<file path="src/rtl/fifo_playback_pkg.sv">
// Shared types and elaboration helpers for the FIFO playback sequencer.
package fifo_playback_pkg;

   typedef enum logic [1:0] {
      IDLE,
      FETCH,
      REQUEUE,
      HOLD
   } state_t;

   // Number of clock cycles per displayed entry, rounded to nearest.
   function automatic int step_cycles(input real clk_frequency, input real step_time);
      return int'($rtoi(clk_frequency * step_time + 0.5));
   endfunction

   function automatic int counter_width(input int max_value);
      return (max_value < 1) ? 1 : $clog2(max_value + 1);
   endfunction

endpackage

</file>
<file path="src/rtl/fifo_playback_timer.sv">
// Loadable down-counter that paces the Hold phase; done is high while the count is zero.
module fifo_playback_timer
   import fifo_playback_pkg::*;
#(
   parameter int STEP_CYCLES = 4
) (
   input  logic                                  clk,
   input  logic                                  rst_n,
   input  logic                                  load,
   input  logic [counter_width(STEP_CYCLES)-1:0] load_value,
   input  logic                                  enable,
   output logic                                  done
);

   localparam int W = counter_width(STEP_CYCLES);

   logic [W-1:0] count;

   always_ff @(posedge clk or negedge rst_n) begin
      if (!rst_n) begin
         count <= '0;
      end else if (load) begin
         count <= load_value;
      end else if (enable && count != '0) begin
         count <= count - W'(1);
      end
   end

   assign done = (count == '0);

endmodule

</file>
<file path="src/rtl/fifo_playback_ctrl.sv">
// Records values into an attached Valid/Ready FIFO and plays them back on the LEDs,
// one entry per step, optionally writing each played entry back to the FIFO tail.
module fifo_playback_ctrl
   import fifo_playback_pkg::*;
#(
   parameter int  WIDTH         = 4,
   parameter int  DEPTH         = 4096,
   parameter real CLK_FREQUENCY = 125.0e6,
   parameter real STEP_TIME     = 0.5
) (
   input  logic                            clk,
   input  logic                            rst_n,
   input  logic                            record,
   input  logic                            play,
   input  logic                            stop,
   input  logic                            loop,
   input  logic [WIDTH-1:0]                in_value,
   output logic [WIDTH-1:0]                fifo_in_data,
   output logic                            fifo_in_valid,
   input  logic                            fifo_in_ready,
   input  logic [WIDTH-1:0]                fifo_out_data,
   input  logic                            fifo_out_valid,
   output logic                            fifo_out_ready,
   output logic [WIDTH-1:0]                led,
   output logic                            playing,
   output logic [counter_width(DEPTH)-1:0] entries,
   output logic                            dropped
);

   localparam int STEP_CYCLES = step_cycles(CLK_FREQUENCY, STEP_TIME);
   localparam int TIMER_W     = counter_width(STEP_CYCLES);
   localparam int ENTRIES_W   = counter_width(DEPTH);
   localparam logic [TIMER_W-1:0]   RELOAD      = TIMER_W'(STEP_CYCLES - 3);
   localparam logic [ENTRIES_W-1:0] ENTRIES_MAX = ENTRIES_W'(DEPTH);

   if (STEP_CYCLES < 3) begin : g_step_check
      $error("fifo_playback_ctrl: step time must cover at least 3 clock cycles");
   end

   state_t               state;
   state_t               state_next;
   logic                 stop_q;
   logic                 loop_q;
   logic [WIDTH-1:0]     requeue_q;
   logic [WIDTH-1:0]     led_q;
   logic                 dropped_q;
   logic [ENTRIES_W-1:0] entries_q;
   logic                 drop_req;
   logic                 timer_load;
   logic                 timer_enable;
   logic                 timer_done;
   logic                 wr_accept;
   logic                 rd_accept;

   fifo_playback_timer #(
      .STEP_CYCLES(STEP_CYCLES)
   ) u_timer (
      .clk       (clk),
      .rst_n     (rst_n),
      .load      (timer_load),
      .load_value(RELOAD),
      .enable    (timer_enable),
      .done      (timer_done)
   );

   always_comb begin
      state_next     = state;
      fifo_in_valid  = 1'b0;
      fifo_in_data   = '0;
      fifo_out_ready = 1'b0;
      timer_load     = 1'b0;
      timer_enable   = 1'b0;
      drop_req       = 1'b0;
      case (state)
         IDLE: begin
            // Record wins over a simultaneous Play.
            if (record) begin
               if (fifo_in_ready) begin
                  fifo_in_valid = 1'b1;
                  fifo_in_data  = in_value;
               end else begin
                  drop_req = 1'b1;
               end
            end else if (play && fifo_out_valid) begin
               state_next = FETCH;
            end
         end
         FETCH: begin
            fifo_out_ready = 1'b1;
            drop_req       = record;
            state_next     = REQUEUE;
         end
         REQUEUE: begin
            timer_load = 1'b1;
            drop_req   = record;
            if (loop_q) begin
               fifo_in_valid = 1'b1;
               fifo_in_data  = requeue_q;
               if (!fifo_in_ready) begin
                  drop_req = 1'b1;
               end
            end
            state_next = (stop_q || stop) ? IDLE : HOLD;
         end
         HOLD: begin
            timer_enable = 1'b1;
            drop_req     = record;
            if (stop) begin
               state_next = IDLE;
            end else if (timer_done) begin
               state_next = fifo_out_valid ? FETCH : IDLE;
            end
         end
         default: state_next = IDLE;
      endcase
   end

   assign wr_accept = fifo_in_valid && fifo_in_ready;
   assign rd_accept = fifo_out_ready && fifo_out_valid;

   always_ff @(posedge clk or negedge rst_n) begin
      if (!rst_n) begin
         state     <= IDLE;
         stop_q    <= 1'b0;
         loop_q    <= 1'b0;
         requeue_q <= '0;
         led_q     <= '0;
         dropped_q <= 1'b0;
         entries_q <= '0;
      end else begin
         state     <= state_next;
         dropped_q <= drop_req;
         stop_q    <= (state == FETCH) && stop;
         if (state == FETCH) begin
            loop_q    <= loop;
            led_q     <= fifo_out_data;
            requeue_q <= fifo_out_data;
         end
         // A simultaneous read and write leave the occupancy unchanged.
         if (wr_accept && !rd_accept && entries_q != ENTRIES_MAX) begin
            entries_q <= entries_q + ENTRIES_W'(1);
         end else if (rd_accept && !wr_accept && entries_q != '0) begin
            entries_q <= entries_q - ENTRIES_W'(1);
         end
      end
   end

   assign led     = led_q;
   assign playing = (state != IDLE);
   assign entries = entries_q;
   assign dropped = dropped_q;

endmodule

</file>
<file path="config.mk">
export PLATFORM = sky130hd
export DESIGN_NAME = fifo_playback_ctrl
export DESIGN_NICKNAME = d
export VERILOG_FILES = /design/src/rtl/fifo_playback_pkg.sv /design/src/rtl/fifo_playback_timer.sv /design/src/rtl/fifo_playback_ctrl.sv
export SDC_FILE = /design/constraint.sdc
export NUM_CORES = 1
export LEC_CHECK = 0
export ABC_AREA = 1
export CAP_MARGIN = 30
export CORE_UTILIZATION = 50
export CTS_BUF_LIST = sky130_fd_sc_hd__clkbuf_4
export DETAILED_ROUTE_END_ITERATION = 8
export GPL_TIMING_DRIVEN = 0
export PLACE_DENSITY_LB_ADDON = 0.08
export SLEW_MARGIN = 20
export SYNTH_ARGS = -nofsm -noshare
export SYNTH_HDL_FRONTEND = slang
export SYNTH_HIERARCHICAL = 1
export SYNTH_SLANG_ARGS = --single-unit
</file>
<file path="constraint.sdc">
create_clock -name clk -period 2.8 [get_ports clk]
set_input_delay 0.56 -clock clk [delete_from_list [all_inputs] [get_ports clk]]
set_output_delay 0.56 -clock clk [all_outputs]
set_load 0.05 [all_outputs]
</file>
==> summary.txt, run 1 <==
Clock network
  • CTS max path bufs: 2
  • Post-CTS Hold Buffers: 0
  • Setup bufs post-CTS: 0
  • Clock Latency Late Sink: 0.38 ns
  • CTS clk-pin slew, worst paths: 0.15 ns
  • CTS tree: yes
  • Max H-tree Level: 2
  • CTS root buf: clkbuf_4
  • Clk sinks: 48
  • CTS Buf Count: 5

Job
  • Max cap viols: 0

Power
  • Clock power frac: 7.1%
  • Sw Ratio: 56.13%
  • Comb pwr share: 69.8%
  • Internal: 2655 µW
  • Leakage: 0.002467 µW
  • Net Sw Power: 3396 µW
  • Max VDD drop: 0.8418 mV
  • Sequential Power Share: 23.1%
  • PD cells: 1334 mW/mm²

Die
  • DIE WIDTH: 89.68 µm
  • Row count: 31
  • DIE AREA: 0.008042 mm²
  • Io pins: 41
  • Die H: 89.68 µm
  • Core area: 0.007331 mm²
  • Initial Util: 52.43%

Place
  • DP Area: 0.004456 mm²
  • Routability cong.: 0.9302
  • HPWL after detailed placement: 6765 µm
  • IO Port Bufs: 40
  • Dpl cells: 767

Synthesis
  • Mapped Area: 0.003844 mm²
  • Synth area leader: dfrtp_1
  • Synth unique cells: 31
  • Register area share after synthesis: 31.25%
  • Commonest cells post-synth: nand2_1 (232), nand3_1 (71), nor2_1 (69), inv_1 (67), dfrtp_1 (48)
  • Top-count cell post-synth: nand2_1
  • Prevailing post-synth register cell: dfrtp_1
  • Number of synthesized flops with an enable pin: 0
  • Yosys Warn Count: 6
  • Seq cells post-synth: 48
  • Area contributors post-synth: dfrtp_1 (31%), nand2_1 (23%), nand3_1 (9.2%)
  • Ys async rst share: 100.0%
  • Cells after Synth: 604
  • Avg Inst Size Synth: 6.364 µm²
  • Share of the synthesized area in the top cell type: 31.25%

STA
  • Smallest hold slack: 0.1776 ns
  • F_max: 375.7 MHz
  • Slew Viols, Final: 0
  • Setup tns final: 0 ns
  • Worst slew pin tran: 0.6546 ns
  • Final Hold Fails: 0
  • Final Critical Period: 2.662 ns
  • Rel. slew slack: 56.36%
  • RSZ-0062 raised after global routing: no
  • Clk_skew: 0.008027 ns
  • Final setup fails: 0
  • Period Utilization, post-route: 95.07%

Critical path
  • CP Buf/Inv Count: 1
  • Worst R2R End: entries[6]
  • Slowest CP cell: clkdlybuf4s50_1
  • Crit path kind: flip-flop to output pin
  • CP arrival: 2.10 ns
  • FF-to-FF path depth: 13
  • Worst EP required: 2.24 ns
  • Max incr delay on CP: 0.89 ns
  • CP Max Fanout: 10
  • CP Launch Type: flip-flop
  • Setup crit end kind: output pin
  • R2r startpoint: entries[0]
  • Crit. path cell count: 2
  • R2R Setup Slk: 0.27 ns
  • Critical path's top delay family: buffers and inverters
  • Cells along the critical path: nor2_2, clkdlybuf4s50_1

Detailed routing
  • Post-DRT Antenna Nets: 0
  • Vias: 3844
  • DRC violations left: 0
  • Drt pass-1 iters: 4
  • Number of DRC markers in iteration 0: 240
  • Routed length per instance: 12.00 µm
  • WL final: 9299 µm
  • Vias per Instance: 4.960

Layout
  • Area grow syn2layout: 18.00%
  • Ratio of cells with drive above 1 in the final layout: 7.249%
  • Final Util: 61.87%
  • Diode count: 0
  • Area of the multi-input gates: 0.002402 mm²
  • Non-filler instance count after layout: 775
  • Nets: 704
  • Seq. cell area: 0.001201 mm²
  • Fillers: 695
  • Fin area: 0.004536 mm²

Outcome
  • Run status: complete, no violations

Global routing
  • Vias in the first global route: 3469
  • GR Util All Layers: 24.75%
  • Most used routing layer: met2
  • First-pass GRT wire length: 15450 µm
  • Met1 track demand over resource: 34.00%
  • Initial antenna violation count: 0
  • Gr ovfl total: 0
  • M3 GR Usage: 3.748%
  • GR met2 Demand/Resource: 40.63%
  • Largest net degree at the start of global routing: 49

Worst hold path
  • Worst min path class: input pin to async pin
==> worst reg2reg max path: cells and delay by family, from the launching register on <==
family	cells	cell delay (ns)
fa+ha+maj	1	0.42
compound gates	1	0.27
simple gates	9	1.02
xor+xnor	1	0.18
buf+inv	1	0.10
flops	1	0.50
==> timing repair <==
| item | CTS | global route |
|---|---|---|
| endpoints found under the hold margin | 0 | 0 |
| gates resized for setup | 4 | 3 |
| endpoints found under the setup margin | 4 | 4 |
| gates cloned | 0 | 0 |
==> kinds of logic (layout without fill, tap and decap cells) <==
logic type | after synthesis | in the layout | share of synthesized area [%]
xor gates and xnor gates | 11 | 11 | 2.507
AOI/OAI and AO/OA | 37 | 37 | 6.315
buffers and inverters | 81 | 129 | 8.789
other | 2 | 26 | 0.1954
and+or+nand+nor | 412 | 412 | 46.52
adders and majority gates | 13 | 13 | 4.427
DFF | 48 | 48 | 31.25
==> stage by stage <==
| stage | setup WS [ns] | power [µW] |
|---|---|---|
| detailed placement | -0.3244 | 5611 |
| finish | 0.1382 | 6051 |
| global route | 0.01347 | 6659 |
| global placement | -0.3909 | 5513 |
| floorplan | 0.4105 | 4586 |
| CTS | 0.03614 | 6047 |
==> placed cells by master (no fill, tap or decap), types with 9 or more instances in the layout <==
cell type / count
ha_1: 12
a21oi_1: 9
nand3_1: 71
nand2_1: 232
nor2_1: 68
clkdlybuf4s50_1: 34
o21ai_0: 14
o21ai_2: 10
dfrtp_1: 48
nand4_1: 12
conb_1: 26
inv_1: 67
==> power by group through the flow <==
stage | clock, µW | sequential [µW] | combinational (µW)
final | 430 | 1400 | 4220
after global routing | 470 | 1450 | 4740
after CTS | 444 | 1390 | 4210
after detailed placement | 0 | 1400 | 4210
after global placement | 0 | 1400 | 4110
after floorplan | 0 | 1750 | 2840
==> how the worst max path moves through the flow <==
stage                       endpoint        from  slack, ns
finish                fifo_out_ready    state[1]       0.14
global route             entries[12]      record       0.01
CTS                    fifo_in_valid      record       0.04
detailed placement        entries[6]      record      -0.32
global placement    u_timer/count[0]       rst_n      -0.39
floorplan                 entries[6]  entries[0]       0.41
==> state kept, by name, indices dropped and copies added (netlist names) <==
register,cells
state,2
u_timer/count,26
stop_q,1
loop_q,1
led,4
dropped,1
entries,13
==> final cells by class <==
| type | instances | share of cell area [%] |
|---|---|---|
| Inverter | 69 | 5.710 |
| Buffer | 12 | 1.738 |
| Sequential cell | 48 | 26.48 |
| Multi-Input combinational cell | 499 | 52.97 |
| Timing Repair Buffer | 40 | 8.717 |
| Clock inverter | 3 | 0.8276 |
| Tap cell | 99 | 2.731 |
| Clock buffer | 5 | 0.8276 |
==> per-layer routing <==
metal  share of wire, %  vias up
li1                   -     2011
met1                 49     1730
met2                 45       88
met3                4.9       15
met4                1.2        0
met5                  0        -
No activity file was read; power rests on OpenSTA's default activity.
==> run 2, diff against run 1 <==
Settings changed: TNS_END_PERCENT set to 5.
==> results of run 2 <==
Final layout, timing and power as in run 1 (identical DEF).
==> run 3, diff against run 2 <==
Settings changed: CORE_ASPECT_RATIO set to 1.4.
==> run 3 against run 2 <==
  * Via count is 1.8% higher
  * Die area hardly changed
  * Largest power group unchanged
  * Setup slack worse by 0.0026 ns
  * Sequential cell count stayed put
==> summary.txt, run 3 (synthesis gave the netlist of run 1 again) <==
Clock network
  • CTS root buf: clkbuf_4
  • CTS Buf Count: 5 (unchanged)
  • CTS tree: yes
  • Max H-tree Level: 2 (unchanged)
  • Post-CTS Hold Buffers: 0 (unchanged)
  • Clock Latency Late Sink: 0.38 ns (about the same)
  • CTS max path bufs: 2 (unchanged)
  • Clk sinks: 48 (unchanged)
  • CTS clk-pin slew, worst paths: 0.15 ns (about the same)

Global routing
  • Initial antenna violation count: 0 (unchanged)
  • First-pass GRT wire length: 16460 µm (+6.6%)
  • Vias in the first global route: 3789 (+9.2%)
  • GR Util All Layers: 25.35% (+0.60 points)
  • Largest net degree at the start of global routing: 49 (unchanged)
  • Gr ovfl total: 0 (unchanged)

Die
  • DIE AREA: 0.008047 mm² (about the same)
  • Core area: 0.007407 mm² (+1.0%)
  • Initial Util: 51.89% (-0.54 points)
  • Io pins: 41 (unchanged)
  • Row count: 37 (+19%)
  • Die H: 105.7 µm (+18%)
  • DIE WIDTH: 76.10 µm (-15%)

Detailed routing
  • DRC violations left: 0 (unchanged)
  • Vias per Instance: 5.063 (+2.1%)
  • Post-DRT Antenna Nets: 0 (unchanged)
  • Number of DRC markers in iteration 0: 205 (-15%)
  • Drt pass-1 iters: 4 (unchanged)
  • Routed length per instance: 12.25 µm (+2.1%)
  • WL final: 9470 µm (+1.8%)
  • Vias: 3914 (+1.8%)

Worst hold path
  • Worst min path class: input pin to async pin

Place
  • IO Port Bufs: 40 (unchanged)
  • HPWL after detailed placement: 7193 µm (+6.3%)
  • Dpl ws: -0.3457 ns (-0.02128 ns)
  • Routability cong.: 0.8791 (-5.5%)

Layout
  • Nets: 704 (unchanged)
  • Reg with most FFs: u_timer/count
  • Max FFs per register: 26 (unchanged)
  • Fillers: 726 (+4.5%)
  • Area grow syn2layout: 17.45%
  • Most frequent cells in the layout: nand2_1 (232), nand3_1 (71), nor2_1 (68)
  • Commonest non-fill, non-tap cell in the layout: nand2_1
  • Ratio of cells with drive above 1 in the final layout: 7.396% (+0.15 points)
  • Diode count: 0 (unchanged)

Power
  • Leakage: 0.002460 µW (-0.26%)
  • Max VDD drop: 0.7610 mV (-9.6%)
  • Final Power: 6005 µW (-0.75%)
  • PD cells: 1330 mW/mm² (-0.29%)

Critical path
  • CP Launch Type: flip-flop
  • Worst EP required: 2.24 ns (about the same)
  • Crit path to: fifo_out_ready
  • Worst Setup SP: state[1]
  • R2r startpoint: entries[7]
  • Crit path kind: flip-flop to output pin
  • Worst R2R End: entries[6]
  • FF-to-FF path depth: 13 (unchanged)
  • R2R Setup Slk: 0.24 ns (-0.03 ns)
  • CP arrival: 2.10 ns (about the same)
  • CP Max Fanout: 10 (unchanged)
  • Setup crit end kind: output pin

STA
  • Slew Viols, Final: 0 (unchanged)
  • Final Critical Period: 2.664 ns (+0.002554 ns)
  • RSZ-0062 raised after global routing: no
  • Final WS setup: 0.1356 ns (-0.002554 ns)
  • Rel. slew slack: 55.36% (-0.99 points)
  • Worst slew pin tran: 0.6696 ns (+0.01492 ns)
  • Period Utilization, post-route: 95.16% (about the same)
  • Final setup fails: 0 (unchanged)
  • Final Hold Fails: 0 (unchanged)
  • Clk_skew: 0.006782 ns (-0.001245 ns)
  • F_max: 375.3 MHz (about the same)

Job
  • Max cap viols: 0 (unchanged)

Outcome
  • Run status: complete, no violations
## run 3: power by group
group | internal [µW] | total (µW) | switching, µW
sequential | 1020 | 1400 | 378
clock | 117 | 361 | 244
combinational | 1450 | 4240 | 2790
## run 3: what timing repair did
item	4_1_cts	5_1_grt
cloned	0	0
setup endpoints to repair	4	3
setup buffers	0	0
resized for setup	4	3
## run 3: metal layers
layer  vias up  share of wire [%]  track usage [%]
li1       2021                  -                -
met1      1795                 40            26.82
met2        82                 54            50.06
met3        16                3.6            3.203
met4         0                2.2            9.753
met5         -                  0                0
## run 3: layout make-up
type                    count  area [µm²]  share of cell area (%)
repair buffers             40       395.4                   8.758
clock inverters             1       3.754                 0.08315
plain buffers              12       78.83                   1.746
flip-flops and latches     48        1201                   26.61
inverters                  69       259.0                   5.737
well taps                  97       121.4                   2.688
multi-input cells         499        2402                   53.21
clock buffers               7       52.55                   1.164
## run 3: worst min-delay path by stage
stage	from	endpoint	cells past startpoint
floorplan	rst_n	dropped	0
global placement	led[1]	led[1]	2
detailed placement	led[1]	led[1]	2
CTS	rst_n	u_timer/count[23]	1
global route	rst_n	u_timer/count[24]	1
finish	rst_n	u_timer/count[23]	1
## run 3: per-stage QoR
step	instances	instance area (µm²)	setup TNS, ns	hold WS [ns]	util, %
3_3_place_gp	765	4456	-17.87	0.4879	60.15
2_1_floorplan	628	3934	0	0.2644	-
6_report	773	4514	0	0.1613	60.95
5_1_grt	773	4514	0	0.2193	60.95
4_1_cts	773	4504	0	0.1854	60.81
3_5_place_dp	765	4453	-1.725	0.4887	60.12
## run 3: critical path, cell delays in order, from the launching register on
cell             delay (ns)
dfrtp_1                0.47
nor2_2                 0.37
clkdlybuf4s50_1        0.88
